$ cat src/rtl/conv_pkg.sv
// conv_pkg: shared types and default sizes for the convolution datapath
// control. CONV_NOUT is the number of results produced per buffer fill.
package conv_pkg;

  typedef enum logic [2:0] {
    IDLE  = 3'd0,
    MAC   = 3'd1,
    DRAIN = 3'd2,
    OUT   = 3'd3,
    REL   = 3'd4
  } conv_seq_state_t;

  localparam int CONV_N    = 8;
  localparam int CONV_M    = 4;
  localparam int CONV_NOUT = CONV_N - CONV_M + 1;

endpackage

$ cat src/rtl/conv_sequencer.sv
// conv_sequencer: sequences one multiply-accumulate per cycle over the X and
// F operand buffers, holds each result on a valid/ready handshake, and
// releases the buffers back to their write controllers after the last result.
//
// Handshake: a result transfers on a rising clk edge where m_valid_y and
// m_ready_y are both high; m_valid_y never drops before that edge and
// m_ready_y is ignored while m_valid_y is low.
//
// Optional feature: define CONV_SEQ_STALL_CNT_EN to add the 16-bit stall_cnt
// port, a saturating count of cycles where a result waits for m_ready_y.
//
// Debug: the FSM state is held in state_q (type conv_seq_state_t).
module conv_sequencer
  import conv_pkg::*;
#(
  parameter int N    = CONV_N,
  parameter int M    = CONV_M,
  parameter int LOGN = 3,
  parameter int LOGM = 2
) (
  input  logic            clk,
  input  logic            reset_n,
  input  logic            full_x,
  input  logic            full_f,
  output logic            rd_active,
  output logic [LOGN-1:0] rd_addr_x,
  output logic [LOGM-1:0] rd_addr_f,
  output logic            acc_en,
  output logic            acc_clr,
  output logic            m_valid_y,
  input  logic            m_ready_y,
  output logic            buf_release
`ifdef CONV_SEQ_STALL_CNT_EN
  ,
  output logic [15:0]     stall_cnt
`endif
);

  conv_seq_state_t state_q;
  logic [LOGN-1:0] base_q;
  logic [LOGN-1:0] rd_addr_x_q;
  logic [LOGM-1:0] rd_addr_f_q;
  logic            rd_active_q;
  logic            acc_en_q;
  logic            acc_clr_q;
  logic            m_valid_q;
  logic            buf_release_q;

  localparam logic [LOGN-1:0] LAST_BASE = LOGN'(N - M);
  localparam logic [LOGM-1:0] LAST_TAP  = LOGM'(M - 1);

  // Main FSM with all outputs registered. Addresses hold through DRAIN so the
  // last presented tap is visible, and are parked at zero outside a MAC span.
  always_ff @(posedge clk or negedge reset_n) begin
    if (!reset_n) begin
      state_q       <= IDLE;
      base_q        <= '0;
      rd_addr_x_q   <= '0;
      rd_addr_f_q   <= '0;
      rd_active_q   <= 1'b0;
      m_valid_q     <= 1'b0;
      buf_release_q <= 1'b0;
    end else begin
      case (state_q)
        IDLE: begin
          if (full_x && full_f) begin
            state_q     <= MAC;
            base_q      <= '0;
            rd_addr_x_q <= '0;
            rd_addr_f_q <= '0;
            rd_active_q <= 1'b1;
          end
        end
        MAC: begin
          if (rd_addr_f_q == LAST_TAP) begin
            state_q     <= DRAIN;
            rd_active_q <= 1'b0;
          end else begin
            rd_addr_x_q <= rd_addr_x_q + 1'b1;
            rd_addr_f_q <= rd_addr_f_q + 1'b1;
          end
        end
        DRAIN: begin
          state_q     <= OUT;
          m_valid_q   <= 1'b1;
          rd_addr_x_q <= '0;
          rd_addr_f_q <= '0;
        end
        OUT: begin
          if (m_ready_y) begin
            m_valid_q <= 1'b0;
            if (base_q == LAST_BASE) begin
              state_q       <= REL;
              buf_release_q <= 1'b1;
            end else begin
              state_q     <= MAC;
              base_q      <= base_q + 1'b1;
              rd_addr_x_q <= base_q + 1'b1;
              rd_addr_f_q <= '0;
              rd_active_q <= 1'b1;
            end
          end
        end
        REL: begin
          state_q       <= IDLE;
          buf_release_q <= 1'b0;
        end
        default: begin
          state_q       <= IDLE;
          rd_active_q   <= 1'b0;
          m_valid_q     <= 1'b0;
          buf_release_q <= 1'b0;
        end
      endcase
    end
  end

  // Accumulator strobes trail the MAC cycles by one to match the one-cycle
  // synchronous buffer read; clear marks the product of tap 0.
  always_ff @(posedge clk or negedge reset_n) begin
    if (!reset_n) begin
      acc_en_q  <= 1'b0;
      acc_clr_q <= 1'b0;
    end else begin
      acc_en_q  <= (state_q == MAC);
      acc_clr_q <= (state_q == MAC) && (rd_addr_f_q == '0);
    end
  end

  assign rd_active   = rd_active_q;
  assign rd_addr_x   = rd_addr_x_q;
  assign rd_addr_f   = rd_addr_f_q;
  assign acc_en      = acc_en_q;
  assign acc_clr     = acc_clr_q;
  assign m_valid_y   = m_valid_q;
  assign buf_release = buf_release_q;

`ifdef CONV_SEQ_STALL_CNT_EN
  logic [15:0] stall_cnt_q;
  logic [15:0] stall_cnt_d;

  // Next stall count: one more for each cycle a result waits, saturating.
  always_comb begin
    stall_cnt_d = stall_cnt_q;
    if (m_valid_q && !m_ready_y && (stall_cnt_q != 16'hFFFF)) begin
      stall_cnt_d = stall_cnt_q + 16'd1;
    end
  end

  // Stall counter register; only reset clears it.
  always_ff @(posedge clk or negedge reset_n) begin
    if (!reset_n) begin
      stall_cnt_q <= '0;
    end else begin
      stall_cnt_q <= stall_cnt_d;
    end
  end

  assign stall_cnt = stall_cnt_q;
`endif

endmodule
$ cat config.mk
export PLATFORM = sky130hd
export DESIGN_NAME = conv_sequencer
export DESIGN_NICKNAME = d
export VERILOG_FILES = /design/src/rtl/conv_pkg.sv /design/src/rtl/conv_sequencer.sv
export SDC_FILE = /design/constraint.sdc
export NUM_CORES = 1
export LEC_CHECK = 0
export CORE_MARGIN = 2
export CORE_UTILIZATION = 50
export DETAILED_ROUTE_END_ITERATION = 8
export PLACE_DENSITY = 0.83
export SETUP_SLACK_MARGIN = 0.02
export SYNTH_ARGS = -nofsm -noshare
export SYNTH_HDL_FRONTEND = slang
export SYNTH_SLANG_ARGS = --single-unit
$ cat constraint.sdc
create_clock -name clk -period 2.2 [get_ports clk]
set_clock_uncertainty 0.15 [all_clocks]
set_input_delay 0.33 -clock clk [delete_from_list [all_inputs] [get_ports clk]]
set_output_delay 0.33 -clock clk [all_outputs]
set_load 0.005 [all_outputs]
# ---- After elaboration in Yosys (flattened, before gate mapping)
# Cells that the tools add are included.
dict set report word_totals {
  regBits 16
}
dict set report classes {
  addsub 3
  n_eq_ne 12
  mux 26
  n_bitwise 3
  n_reduce_logical 15
}
# operator count
set op_table {}
lappend op_table {{$mux W3} 8}
lappend op_table {{$pmux W3 S4} 2}
lappend op_table {{$ne A2 B2 Y1 const B} 6}
lappend op_table {{$reduce_and A5 Y1} 2}
lappend op_table {{$mux W2} 4}
lappend op_table {{$pmux W2 S4} 1}
lappend op_table {{$mux W1} 7}
lappend op_table {{$add A3 B1 Y3 const B} 2}
lappend op_table {{$eq A3 B2 Y1 const B} 2}
lappend op_table {{$eq A3 B3 Y1 const B} 2}
lappend op_table {{$pmux W3 S2} 1}
lappend op_table {{$reduce_and A3 Y1} 2}
lappend op_table {{$reduce_or A3 Y1} 2}
lappend op_table {{$pmux W1 S4} 1}
lappend op_table {{$reduce_and A4 Y1} 1}
lappend op_table {{$reduce_bool A4 Y1} 1}
lappend op_table {{$eq A3 B1 Y1 const B} 1}
lappend op_table {{$logic_not A3 Y1} 1}
lappend op_table {{$not A1 Y1} 3}
lappend op_table {{$pmux W1 S3} 1}
lappend op_table {{$add A2 B1 Y2 const B} 1}
lappend op_table {{$eq A2 B2 Y1 const B} 1}
lappend op_table {{$logic_and A1 B1 Y1} 2}
lappend op_table {{$logic_not A2 Y1} 1}
lappend op_table {{other kinds (4)} 4}

# ---- Longest topological paths before layout
dict set report logic_depth {
  ltp_word 4
  ltp_mapped 6
  ltp_nobuf 6
}

# ---- Worst setup path before layout
# Ideal clock, no wire load.
dict set report synth_path {
  path_kind {reg2reg}
  startpoint {register state_q[1]}
  endpoint {register rd_addr_x_q[0] (netlist: rd_addr_x[0])}
  setup_time_ns 0.125
  arrival_time_ns 1.307
  slack_ns 0.618
  stages_incl_launch_ff 6
  n_path_buf 1
  period_less_slack_ns 1.582
  cell_sequence {dfrtp_1 > buf_6 > nor2b_4 > a211oi_2 > nand3_2 > mux2_2}
}
dict set report synth_via {
  elab_chain_cells 3
  elab_cells_between_ends 11
  cone_classes {eq/ne (7); mux (1); reduce/logical (3)}
}
# item line_no
set synth_lines {}
lappend synth_lines {{start: declaration} conv_sequencer.sv:39} ;# conv_seq_state_t state_q;
lappend synth_lines {{start signal: assignment} conv_sequencer.sv:56} ;# state_q <= IDLE;
lappend synth_lines {{start signal: assignment} conv_sequencer.sv:67} ;# state_q <= MAC;
lappend synth_lines {{start signal: assignment} conv_sequencer.sv:76} ;# state_q <= DRAIN;
lappend synth_lines {{$eq A3 B1 Y1 (tied with other cells)} conv_sequencer.sv:64} ;# case (state_q)
lappend synth_lines {{$reduce_bool A4 Y1 (no line) or $ne A2 B2 Y1 (tied branches)} n/a}
lappend synth_lines {{$reduce_and A5 Y1 (no line)} n/a}
lappend synth_lines {{end signal: assignment} conv_sequencer.sv:79} ;# rd_addr_x_q <= rd_addr_x_q + 1'b1;
lappend synth_lines {{end signal: assignment} conv_sequencer.sv:98} ;# rd_addr_x_q <= base_q + 1'b1;
lappend synth_lines {{end: declaration} conv_sequencer.sv:41} ;# logic [LOGN-1:0] rd_addr_x_q;
# Parallel ways exist; a longest one is shown, timed or not.
# A chain may end at the register's enable or synchronous reset.

# ---- Worst setup path after layout
dict set report layout_path {
  startpoint {register state_q[0]}
  endpoint {register rd_addr_x_q[1] (netlist: rd_addr_x[1])}
}
# Same word-level chain as after synthesis.

==> out/results.ini <==
[run_status]
status=finished, final reports clean

[detailed_routing]
routed_wl_mm=1.66
drt_iter0_drc=26
drt_first_pass_iters=5
drc_errors=0
vias=735
viasPerCell=5.49
antenna_left=0
drt-wirelength-per-cell_um=12.4

[setup_path]
cp.required_ps=2230
critPathSlowestCell=dfrtp_1
r2r-start=state_q[0]$_DFFE_PN0P_
crit_start=state_q[0]$_DFFE_PN0P_
worstSetupStartpointType=flip-flop
ff2ff_path_depth=4
crit_arrival_ps=1860
path_cells=a211oi_1, a211oi_2, nand3_2, mux2_2
cp_max_fo=15
end_kind=flip-flop
worst-setup-path-type=reg -> reg
cpPeakStageDelay_ps=550

[run]
cap_violations=0

[timing]
final-max-slew-violation-count=0
final.setup.tns_ps=0
grt_setup_unrepaired=false
worst_pin_slew_ps=442
post-route-min-period_ps=1830
fmax_mhz=546
finalSetupViolations=0
slew-limit-headroom_pct=70.5
fin_ws_ps=368
hold_ws_ps=199
post-route-period-util_pct=83.3
hold_violations=0

[logic_synthesis]
synthCells=94
ys.flop_type=dfrtp_1
ys_types=33
yosysSeqAreaShare_pct=43.4
synth-edff-count=0
synth_fp_nets=104
yosys_warnings=0
synthArstFlopShare_pct=100
ys_ff_latch=16
netlist_area_sq_um=923
syn_area_per_cell_sq_um=9.82

[floorplanning]
io_pins=15
die_height_um=47.0
initial_core_util_pct=53.5
fp-row-count=15
dieWidth_um=47.0
design.core.area_sq_mm=0.00173
dieArea_sq_mm=0.00221

[clock_network]
clockBufferDepth=2
cts_buffers=3
htreeDepth=1
clock-root-buffer=clkbuf_4
cts-hold-fix-buffers=0
cts_tree=yes
postCtsSetupRepairBufs=0
cts.sinks=16
clkLatencyLatePin_ps=290
clk_pin_slew_ps=90
ctsResizeCount=0

[finish]
fillers=144
multiInputGateArea_sq_um=467
seqCellArea_sq_um=400
layout-drive-gt1-share_pct=11.9
num_antenna_cells=0
syn2layout_area_growth_pct=20.2
fin_nets=121

[grt]
grt_max_degree=17
overflow=0
track_usage_pct=18.5
grt_pass1_wl_mm=2.82
grt_pass1_vias=679
antenna_found_initial=0

[min_path]
hold_class=in -> async

[place]
pre_cts_ws_ps=167
io_buffers=14
gp_congestion=0.811
dpl.hpwl_mm=1.25

[power_and_ir_drop]
powerDensity_mw_per_mm2=1300
p_leak_nw=0.486
vdd_drop_max_mv=0.562

[cell type report]
cell class,count,share of cell area [%]
multi-input cells,66,42.1
flip-flops and latches,16,36.1
repair buffers,17,14.7
well taps,25,2.82
inverters,7,2.37
clock buffers,3,2.03
[routing by layer]
layer  routed length [um]  up-vias  GRT usage, %
met4                   38        0          8.33
met5                    0        -             0
met2                  793       17          30.1
met1                  754      350          23.2
li1                     -      363             -
met3                   74        5          4.62
[critical path, delay by kind of cell (launching register included)]
| family | cells | cell delay [ps] |
|---|---|---|
| muxes | 1 | 350 |
| and+or+nand+nor | 1 | 160 |
| AOI/OAI and AO/OA | 2 | 510 |
| DFF | 1 | 550 |
[final timing paths]
path	end	slack, ps
max	rd_addr_x[1]$_DFFE_PN0P_	370
max reg2reg	rd_addr_x[1]$_DFFE_PN0P_	370
max in group asynchronous	rd_addr_f[0]$_DFFE_PN0P_	1520
min	m_valid_y$_DFFE_PN0P_	200
min reg2reg	buf_release$_DFFE_PN0P_	360
min in group clk	buf_release$_DFFE_PN0P_	360
[synthesized netlist by cell type (2+ instances only)]
library cell | number | area, sq um
a211oi_1 | 3 | 22.5
buf_2 | 3 | 15.0
a21oi_1 | 6 | 30.0
mux2i_1 | 4 | 40.0
nand2b_1 | 2 | 12.5
mux2_2 | 3 | 33.8
ha_1 | 5 | 62.6
inv_1 | 7 | 26.3
nand2_1 | 9 | 33.8
nor2_1 | 7 | 26.3
o21ai_0 | 5 | 25.0
dfrtp_1 | 16 | 400
nand3b_1 | 2 | 15.0
nand3_1 | 2 | 10.0
a32oi_1 | 2 | 17.5
[state kept, by name (all words and copies together) (netlist names)]
name and count:
acc_clr 1, state_q 3, rd_addr_x 3, base_q 3, rd_active 1, buf_release 1
m_valid_y 1, rd_addr_f 2, acc_en 1
[through the flow]
stage	power [mW]	util, %	cells	cell area (sq um)
final	1.45	64.3	134	1110
after detailed placement	1.31	63.0	131	1090
after global routing	1.59	64.3	134	1110
after CTS	1.46	64.3	134	1110
after floorplan	1.04	-	94	923
after global placement	1.28	63.0	131	1090
[logic make-up after synthesis]
kind of cell / synth area share, %
and+or+nand+nor: 16.8
adders and majority gates: 6.78
DFF: 43.4
xor gates and xnor gates: 0.949
AOI/OAI and AO/OA: 18.0
muxes: 7.99
buffers and inverters: 6.10
[power breakdown]
group          total, mW  internal, mW  switching (mW)
clock              0.152        0.0637          0.0887
sequential         0.532         0.411           0.121
combinational      0.763         0.430           0.333
total               1.45         0.905           0.543
[placed cells by master, fill, tap and decap left out, types with 2 or more instances in the layout]
master and instances:
ha_1 5, nand3_1 2, clkdlybuf4s50_1 14, buf_4 3
mux2i_1 4, dfrtp_1 16, nand2_1 9, inv_1 7
nor2_1 7, nand2b_1 2, clkbuf_4 3, a211oi_1 3
o21ai_0 5, a21oi_1 6, a32oi_1 2, mux2_2 3
nand3b_1 2
Note: power is estimated with default switching activity, not from simulation.
